===== config.mk =====
export PLATFORM = sky130hd
export DESIGN_NAME = uart_reg_ctrl
export DESIGN_NICKNAME = d
export VERILOG_FILES = /design/src/rtl/uart_reg_ctrl.sv
export SDC_FILE = /design/constraint.sdc
export NUM_CORES = 1
export LEC_CHECK = 0
export BUFFER_PORTS_ARGS = -buffer_cell sky130_fd_sc_hd__buf_2
export CAP_MARGIN = 20
export CORE_AREA = 2 2 104 106
export DETAILED_ROUTE_END_ITERATION = 10
export DIE_AREA = 0 0 106 108
export GPL_ROUTABILITY_DRIVEN = 0
export MAX_ROUTING_LAYER = met4
export PLACE_DENSITY = 0.7
export SYNTH_ARGS = -nofsm -noshare
export SYNTH_HDL_FRONTEND = slang
export SYNTH_SLANG_ARGS = --single-unit

===== constraint.sdc =====
create_clock -name clock -period 4.18 [get_ports clock]
set_clock_uncertainty 0.2 [all_clocks]
set_input_delay 0.209 -clock clock [delete_from_list [all_inputs] [get_ports clock]]
set_output_delay 0.209 -clock clock [all_outputs]
set_load 0.05 [all_outputs]

===== src/rtl/uart_reg_ctrl.sv =====
// UART byte-stream to register-bus bridge: parses write/read request frames,
// drives single-cycle register strobes and streams back ACK or read-data responses.
module uart_reg_ctrl #(
    parameter int DATA_WIDTH     = 32,
    parameter int ADDR_WIDTH     = 8,
    parameter int TIMEOUT_CYCLES = 100000
) (
    input  logic                  clock,
    input  logic                  reset,
    input  logic                  rx_valid,
    input  logic [7:0]            rx_data,
    output logic                  tx_valid,
    output logic [7:0]            tx_data,
    input  logic                  tx_ready,
    output logic                  wr_en,
    output logic                  rd_en,
    output logic [ADDR_WIDTH-1:0] addr_ptr,
    output logic [DATA_WIDTH-1:0] wdata,
    input  logic [DATA_WIDTH-1:0] rdata,
    output logic                  busy,
    output logic                  err
);

    localparam int TW = $clog2(TIMEOUT_CYCLES + 1);

    localparam logic [7:0] SYNC_BYTE = 8'hA5;
    localparam logic [7:0] CMD_WRITE = 8'h57;
    localparam logic [7:0] CMD_READ  = 8'h52;
    localparam logic [7:0] ACK_BYTE  = 8'h06;
    localparam logic [7:0] RESP_HDR  = 8'h5A;

    typedef enum logic [2:0] {
        IDLE, CMD, ADDR, DATA, WRITE, READ, RWAIT, TX
    } state_t;

    state_t                state;
    logic                  is_write;
    logic [1:0]            byte_cnt;
    logic [2:0]            tx_left;
    logic [DATA_WIDTH-1:0] resp;
    logic [TW-1:0]         idle_cnt;
    logic [ADDR_WIDTH-1:0] addr_byte;
    logic                  timeout_hit;

    // Address byte is zero-extended or truncated to the address width.
    generate
        if (ADDR_WIDTH > 8) begin : g_addr_ext
            assign addr_byte = {{(ADDR_WIDTH-8){1'b0}}, rx_data};
        end else if (ADDR_WIDTH == 8) begin : g_addr_eq
            assign addr_byte = rx_data;
        end else begin : g_addr_trunc
            assign addr_byte = rx_data[ADDR_WIDTH-1:0];
        end
    endgenerate

    assign timeout_hit = (idle_cnt == TW'(TIMEOUT_CYCLES - 1));
    assign busy        = (state != IDLE);

    always_ff @(posedge clock or posedge reset) begin
        if (reset) begin
            state    <= IDLE;
            is_write <= 1'b0;
            byte_cnt <= '0;
            tx_left  <= '0;
            resp     <= '0;
            idle_cnt <= '0;
            tx_valid <= 1'b0;
            tx_data  <= 8'h00;
            wr_en    <= 1'b0;
            rd_en    <= 1'b0;
            addr_ptr <= '0;
            wdata    <= '0;
            err      <= 1'b0;
        end else begin
            wr_en <= 1'b0;
            rd_en <= 1'b0;
            err   <= 1'b0;
            case (state)
                IDLE: begin
                    idle_cnt <= '0;
                    if (rx_valid && rx_data == SYNC_BYTE) state <= CMD;
                end
                CMD, ADDR, DATA: begin
                    // An arriving byte wins over a timeout expiring on the same edge.
                    if (rx_valid) begin
                        idle_cnt <= '0;
                        case (state)
                            CMD: begin
                                if (rx_data == CMD_WRITE) begin
                                    is_write <= 1'b1;
                                    state    <= ADDR;
                                end else if (rx_data == CMD_READ) begin
                                    is_write <= 1'b0;
                                    state    <= ADDR;
                                end else begin
                                    err   <= 1'b1;
                                    state <= IDLE;
                                end
                            end
                            ADDR: begin
                                addr_ptr <= addr_byte;
                                byte_cnt <= '0;
                                if (is_write) begin
                                    state <= DATA;
                                end else begin
                                    rd_en <= 1'b1;
                                    state <= READ;
                                end
                            end
                            default: begin
                                wdata    <= {wdata[DATA_WIDTH-9:0], rx_data};
                                byte_cnt <= byte_cnt + 2'd1;
                                if (byte_cnt == 2'd3) begin
                                    wr_en <= 1'b1;
                                    state <= WRITE;
                                end
                            end
                        endcase
                    end else if (timeout_hit) begin
                        idle_cnt <= '0;
                        err      <= 1'b1;
                        state    <= IDLE;
                    end else begin
                        idle_cnt <= idle_cnt + TW'(1);
                    end
                end
                WRITE: begin
                    tx_data  <= ACK_BYTE;
                    tx_valid <= 1'b1;
                    tx_left  <= 3'd0;
                    state    <= TX;
                end
                READ: begin
                    state <= RWAIT;
                end
                RWAIT: begin
                    tx_data  <= RESP_HDR;
                    resp     <= rdata;
                    tx_valid <= 1'b1;
                    tx_left  <= 3'd4;
                    state    <= TX;
                end
                TX: begin
                    if (tx_ready) begin
                        if (tx_left == 3'd0) begin
                            tx_valid <= 1'b0;
                            state    <= IDLE;
                        end else begin
                            tx_data <= resp[DATA_WIDTH-1 -: 8];
                            resp    <= {resp[DATA_WIDTH-9:0], 8'h00};
                            tx_left <= tx_left - 3'd1;
                        end
                    end
                end
                default: state <= IDLE;
            endcase
        end
    end

endmodule


# --- Word level (Yosys, flattened, before mapping) ---
# Cells that the tools add are included.
# Widths: inputs -> output; s select.
classes:
  addsub: 3
  eq_ne: 18
  mux: 43
  n_bitwise: 2
  reduce_logical: 20
ops:
  columns: ["op", "count"]
  rows:
  - ["$mux 32", 2]
  - ["$pmux 32 s2", 1]
  - ["$mux 17", 2]
  - ["$pmux 17 s2", 1]
  - ["$mux 3", 9]
  - ["$pmux 8 s3", 1]
  - ["$mux 1", 18]
  - ["$reduce_and 3->1", 6]
  - ["$add 17x1->17 const B", 1]
  - ["$eq 17x17->1 const B", 1]
  - ["$eq 8x7->1 const B", 2]
  - ["$mux 8", 2]
  - ["$pmux 3 s5", 1]
  - ["$eq 3x3->1 const B", 4]
  - ["$pmux 3 s3", 1]
  - ["$eq 8x8->1 const B", 1]
  - ["$ne 2x2->1 const B", 4]
  - ["$reduce_bool 2->1", 4]
  - ["$eq 3x2->1 const B", 2]
  - ["$logic_not 3->1", 2]
  - ["$pmux 3 s2", 1]
  - ["$reduce_bool 3->1", 2]
  - ["$ne 5x5->1 const B", 1]
  - ["$reduce_and 5->1", 1]
  - ["13 further kinds", 16]
totals:
  regBits: 110
  inputBits: 44
  out_inout_bits: 53
  word_cells: 99

# --- Longest topological paths before layout ---
# Gate-level depths: netlist of the first run.
depth:
  ltp_word: 6
  mapped_depth: 9
  ltp_nobuf: 7

# --- Worst setup path after synthesis of the first run ---
# No wires, ideal clock.
synth_path:
  path_type: "reg-to-reg"
  startpoint: "reg idle_cnt[0]"
  endpoint: "reg idle_cnt[10]"
  setup_time_ns: 0.092
  t_arrival_ns: 1.770
  required_time_ns: 3.888
  setup_slack_ns: 2.118
  path_stages_with_launch: 9
  path_buffers: 2
  period_less_slack_ns: 2.062
  cell_sequence: "dfrtp_1 ha_1 and4_1 and4_1 buf_6 nor3_4 buf_6 nand2_4 o31ai_2"
synth_via:
  elab_chain_cells: 4
  elab_cells_between_ends: 5
synth_lines:
  columns: ["item", "line_no", "text"]
  rows:
  - ["start: declaration", "41", "logic [TW-1:0] idle_cnt;"]
  - ["start signal: assignment", "124", "idle_cnt <= idle_cnt + TW'(1);"]
  - ["$add 17x1->17 / $eq 17x17->1 (equally long branches)", "124, 56", null]
  - ["$mux 17 (*)", "119", "end else if (timeout_hit) begin"]
  - ["$mux 17 (*)", "85", "if (rx_valid) begin"]
  - ["$pmux 17 s2 (*)", "78", "case (state)"]
# Every way passes the cells marked *; elsewhere a longest branch is shown, timed or not.
# A chain may end at the register's enable or synchronous reset.

# --- Worst setup path after layout of the first run ---
layout_path:
  startpoint: "reg state[2]"
  endpoint: "out busy"
layout_via:
  elab_chain_cells: 1
layout_lines:
  columns: ["item", "line_no", "text"]
  rows:
  - ["start: declaration", "36", "state_t state;"]
  - ["start signal: assignment", "61", "state <= IDLE;"]
  - ["start signal: assignment", "81", "if (rx_valid && rx_data == SYNC_BYTE) state <= CMD;"]
  - ["start signal: assignment", "91", "state <= ADDR;"]
  - ["$reduce_bool 3->1", "57", "assign busy = (state != IDLE);"]
  - ["end: declaration", "20", "output logic busy,"]
# No other way between the ends.

==> results.py, run 1 <==
metrics = {
    "outcome": {
        "status": "finished clean",
    },
    "synth": {
        "synthArstFlopShare_pct": 100,
        "syn-cell-area_um2": 4950,
        "synth.avg_cell_area_um2": 11.0,
        "ys_seq_area_share_pct": 55.6,
        "syn_inst": 449,
        "synth_enable_flop_cells": 0,
        "yosys_warnings": 0,
        "synth_seq_cells": 110,
        "ys_types": 59,
        "syn_nets": 497,
        "synth_ff_type": "dfrtp_1",
    },
    "finish": {
        "n_antenna_cell": 0,
        "area_delta_synth_final_pct": 23.3,
        "drive_above_1_share_pct": 28.1,
        "nNetsFinal": 624,
        "layout_commonest_cell": "dfrtp_1",
        "final_cell_mix": "dfrtp_1 (110), buf_2 (96), nand2_1 (71)",
        "design_area_um2": 6100,
        "nFillCells": 861,
    },
    "power": {
        "p_leak_nw": 3.00,
        "worst_ir_drop_vdd_mv": 0.636,
        "power_density_nw_per_um2": 725,
    },
    "floorplanning": {
        "start_util_pct": 48.4,
        "core_um2": 10200,
        "row_count": 37,
        "die_h_um": 108,
        "io_pins": 97,
        "die_w_um": 106,
        "die-area_um2": 11400,
    },
    "global_routing": {
        "track_usage_pct": 20.4,
        "grt_max_degree": 70,
        "antenna_found_initial": 0,
        "grt.overflow.total": 0,
        "grt_pass1_vias": 3716,
        "grt_pass1_wl_mm": 17.8,
    },
    "setup_path": {
        "crit_path_max_fanout": 31,
        "end_kind": "primary output",
        "worst_setup_path_start_kind": "flop",
        "arrival_ns": 2.38,
        "cp_data_required_time_ns": 3.77,
        "critPathKind": "flop to primary output",
    },
    "clock_network": {
        "clock_sinks": 110,
        "cts_buffer_depth": 2,
        "cts_resized": 0,
        "clkTransAtPathRegs_ns": 0.10,
        "cts_tree": "yes",
        "insertion_delay_ns": 0.39,
        "holdBufCountCts": 42,
        "ctsHtreeMaxLevel": 3,
        "postCtsSetupBuffers": 0,
        "cts_buffers": 9,
        "cts_root_buffer": "clkbuf_8",
    },
    "route": {
        "drt_pre_antenna_iters": 4,
        "final_antenna_net_count": 0,
        "wirelength_mm": 10.9,
        "wl_per_cell_um": 15.2,
        "routed_via_density": 5.29,
        "vias": 3789,
        "drc": 0,
        "drtIter0Drc": 205,
    },
    "timing": {
        "fmax_mhz": 359,
        "rsz0062_at_grt": "no",
        "relSlewSlack_pct": 34.2,
        "hold_viol_final": 0,
        "setup_viol": 0,
        "worst_pin_slew_ns": 0.987,
        "final_max_slew_viol_count": 0,
        "min_period_ns": 2.79,
        "fin_setup_tns_ns": 0,
        "period_share_pct": 66.6,
    },
    "placed_design": {
        "dp.final_hpwl_mm": 7.21,
        "port_buffers": 96,
        "placed_area_um2": 5510,
    },
    "job": {
        "maxCapViolCount": 0,
    },
    "worst_hold_path": {
        "hp-class": "primary input to flop",
    },
}
[worst max-delay path, stage by stage (launching register included)]
cell     delay (ns)
dfrtp_1        1.00
inv_1          0.47
nand3_1        0.23
buf_2          0.29
[power by group]
part	total, mW	switching, mW	internal [mW]
registers	1.75	0.295	1.45
clock network	0.603	0.377	0.226
logic	2.07	1.43	0.643
total	4.42	2.10	2.32
[cells in the mapped netlist (all sizes together) (2+ instances only)]
cell / instances / area [um2]
o31ai: 3 / 27.5
clkbuf: 13 / 50.0
o21ai: 50 / 254
dfrtp: 110 / 2750
mux2: 40 / 450
xor2: 3 / 26.3
a41oi: 2 / 17.5
a22o: 5 / 43.8
nor2: 10 / 37.5
inv: 14 / 52.6
nor3: 4 / 36.3
nand2: 72 / 278
nand3: 24 / 120
mux2i: 24 / 240
and4: 4 / 35.0
a31oi: 6 / 37.5
buf: 12 / 71.3
or3: 4 / 25.0
nor2b: 2 / 12.5
nand4bb: 2 / 22.5
o22ai: 2 / 12.5
nand4: 5 / 31.3
ha: 4 / 50.1
a21oi: 8 / 40.0
[path summary, 6_finish.rpt]
check | startpoint | end | slack [ns] | depth (start not counted)
setup / recovery | state[2] | busy | 1.39 | 3
setup reg to reg | state[2] | resp[27] | 1.47 | 3
min in group asynchronous | reset | addr_ptr[7] | 0.35 | 3
hold reg to reg | tx_data[3] | tx_data[3] | 0.28 | 2
hold / removal | tx_ready | state[2] | 0.05 | 3
max in group asynchronous | reset | resp[27] | 2.40 | 4
[final cells by class]
cell class              instances  area (um2)  area share (%)
clock buffers                   9         124            2.03
clock inverters                 6        51.3           0.841
inverters                      14        55.1           0.902
flip-flops and latches        110        2750            45.1
multi-input cells             300        2030            33.2
repair buffers                141         923            15.1
well taps                     136         170            2.79
[kinds of logic (layout without fill, tap and decap cells)]
kind of cell / after synthesis / after routing / synth area share [%]
and+or+nand+nor: 138 / 138 / 14.0
DFF: 110 / 110 / 55.6
AOI/OAI and AO/OA: 90 / 90 / 11.2
muxes: 64 / 64 / 14.0
buffers and inverters: 39 / 170 / 3.51
adders and majority gates: 4 / 4 / 1.01
xor gates and xnor gates: 4 / 4 / 0.708
[per-layer routing]
layer | global-route usage (%) | up-vias | part of all wire (%)
li1 | - | 1842 | -
met1 | 25.2 | 1852 | 44
met2 | 33.1 | 81 | 51
met3 | 4.40 | 14 | 3.5
met4 | 8.27 | 0 | 1.6
met5 | - | - | 0
[state kept, by name, indices dropped and copies added, names as in the netlist]
name / flops
resp: 32
idle_cnt: 17
wr_en: 1
tx_data: 8
err: 1
byte_cnt: 2
tx_left: 3
state: 3
rd_en: 1
wdata: 32
is_write: 1
tx_valid: 1
addr_ptr: 8
[per-stage QoR]
stage | hold slack (ns) | worst slack, ns | instances | total power, mW | util [%]
finish | 0.0464 | 1.39 | 716 | 4.42 | 59.7
global route | 0.0601 | 1.16 | 716 | 4.71 | 59.7
CTS | 0.0132 | 1.38 | 716 | 4.46 | 59.7
detailed placement | 0.242 | 1.50 | 659 | 3.83 | 53.8
global placement | 0.234 | 1.57 | 659 | 3.76 | 53.8
floorplan | 0.154 | 0.869 | 449 | 3.35 | -
Note: power is estimated with default switching activity, not from simulation.
==> inputs of run 2 (changes only) <==
Settings changed: PLACE_DENSITY 0.7 to 0.73.
Clock period 4.18 ns to 2.35 ns, I/O delays scaled along.
==> run 2 against run 1 <==
Routed wire length is 2.1% higher. Largest cell class unchanged. Utilization is 1.6 points higher. Largest power group unchanged. Sequential share of layout area is 1.1 points lower. Global-route usage is 0.64 points higher. Total power is 84% higher. Via count is 0.40% higher. Non-clock buffer count is 10 higher. Cell area is 2.6% higher. Critical endpoint is now idle_cnt[13].
==> results.py, run 2 (synthesis gave the netlist of run 1 again) <==
metrics = {
    "outcome": {
        "status": "finished clean",
    },
    "timing": {
        "rsz0062_at_grt": "no",
        "setup_viol": 0,
        "final_max_slew_viol_count": 0,
        "period_share_pct": 93.2,
        "relSlewSlack_pct": 58.4,
        "whs_ns": 0.140,
        "hold_viol_final": 0,
        "min_period_ns": 2.19,
        "fin_setup_tns_ns": 0,
        "fmax_mhz": 456,
        "worst_pin_slew_ns": 0.623,
    },
    "global_routing": {
        "antenna_found_initial": 0,
        "grt.overflow.total": 0,
        "grt_pass1_vias": 3805,
        "track_usage_pct": 21.1,
        "grt_pass1_wl_mm": 18.4,
        "grt_max_degree": 57,
    },
    "finish": {
        "n_antenna_cell": 0,
        "nNetsFinal": 634,
        "drive_above_1_share_pct": 29.1,
        "final_cell_mix": "dfrtp_1 (110), buf_2 (96), nand2_1 (71)",
        "regArea_um2": 2750,
        "design_area_um2": 6260,
        "nFillCells": 831,
        "multi_input_area_um2": 2030,
        "layout_commonest_cell": "dfrtp_1",
        "post-route-util_pct": 61.2,
        "area_delta_synth_final_pct": 26.5,
        "top_regs": "resp x32, wdata x32, idle_cnt x17",
    },
    "floorplanning": {
        "row_count": 37,
        "start_util_pct": 48.4,
        "core_um2": 10200,
        "io_pins": 97,
        "die_w_um": 106,
        "die-area_um2": 11400,
        "die_h_um": 108,
    },
    "job": {
        "maxCapViolCount": 0,
    },
    "power": {
        "p_leak_nw": 3.07,
        "power_density_nw_per_um2": 1300,
        "worst_ir_drop_vdd_mv": 1.04,
    },
    "route": {
        "final_antenna_net_count": 0,
        "vias": 3804,
        "wl_per_cell_um": 15.3,
        "routed_via_density": 5.23,
        "drc": 0,
        "drtIter0Drc": 177,
        "wirelength_mm": 11.1,
        "drt_pre_antenna_iters": 5,
    },
    "clock_network": {
        "cts_tree": "yes",
        "clkTransAtPathRegs_ns": 0.11,
        "insertion_delay_ns": 0.38,
        "cts_resized": 0,
        "cts_root_buffer": "clkbuf_8",
        "holdBufCountCts": 43,
        "ctsHtreeMaxLevel": 3,
        "clock_sinks": 110,
        "cts_buffer_depth": 2,
        "cts_buffers": 9,
        "postCtsSetupBuffers": 0,
    },
    "worst_hold_path": {
        "hp-class": "primary input to asynchronous set/reset pin",
    },
    "setup_path": {
        "worst_setup_path_start_kind": "flop",
        "timing.rr.start": "idle_cnt[0]",
        "arrival_ns": 2.29,
        "critPathKind": "flop to flop",
        "end_kind": "flop",
        "r2r_setup_slack_ns": 0.16,
        "crit_path_max_fanout": 15,
        "critical_path.startpoint": "idle_cnt[0]",
        "cp_data_required_time_ns": 2.45,
    },
    "placed_design": {
        "placed_area_um2": 5630,
        "port_buffers": 96,
        "dp.final_hpwl_mm": 7.41,
    },
}
==> run 2: layer usage <==
layer	global-route usage [%]	share of wire [%]
met1	24.8	44
met2	35.9	51
met4	6.48	1.9
met3	5.36	3.5
met5	-	0
==> run 2: worst max-delay path: stages, from the launching register on <==
cell     delay (ns)
dfrtp_1        0.43
ha_1           0.25
and4_1         0.24
and4_1         0.27
nor3_4         0.17
buf_4          0.24
a41oi_1        0.13
a31oi_1        0.18
==> run 2: path summary, 6_finish.rpt <==
path                                endpoint  depth (start not counted)
worst min register to register       resp[6]                          2
max in group asynchronous          wdata[17]                          4
min in group clock                   resp[6]                          2
worst max-delay path            idle_cnt[13]                          7
worst max register to register  idle_cnt[13]                          7
worst min-delay path             byte_cnt[0]                          3
==> run 2: layout make-up <==
class | instances | area share [%]
Timing Repair Buffer | 151 | 16.8
Tap cell | 136 | 2.72
Sequential cell | 110 | 44.0
Clock inverter | 5 | 1.02
Clock buffer | 11 | 2.26
Multi-Input combinational cell | 300 | 32.4
Inverter | 14 | 0.899
==> run 2: where the power goes <==
group / internal (mW) / leakage (nW) / switching (mW)
logic: 1.25 / 1.57 / 2.66
registers: 2.59 / 1.40 / 0.458
clock network: 0.536 / 0.106 / 0.654
==> run 2: metrics by stage <==
| step | power (mW) | worst slack, ns | cells |
|---|---|---|---|
| 6_report | 8.15 | 0.159 | 727 |
| 5_1_grt | 8.65 | 0.0424 | 727 |
| 4_1_cts | 8.19 | 0.150 | 727 |
| 3_5_place_dp | 6.94 | 0.172 | 668 |
| 3_3_place_gp | 6.81 | 0.263 | 668 |
| 2_1_floorplan | 5.96 | 0.288 | 449 |
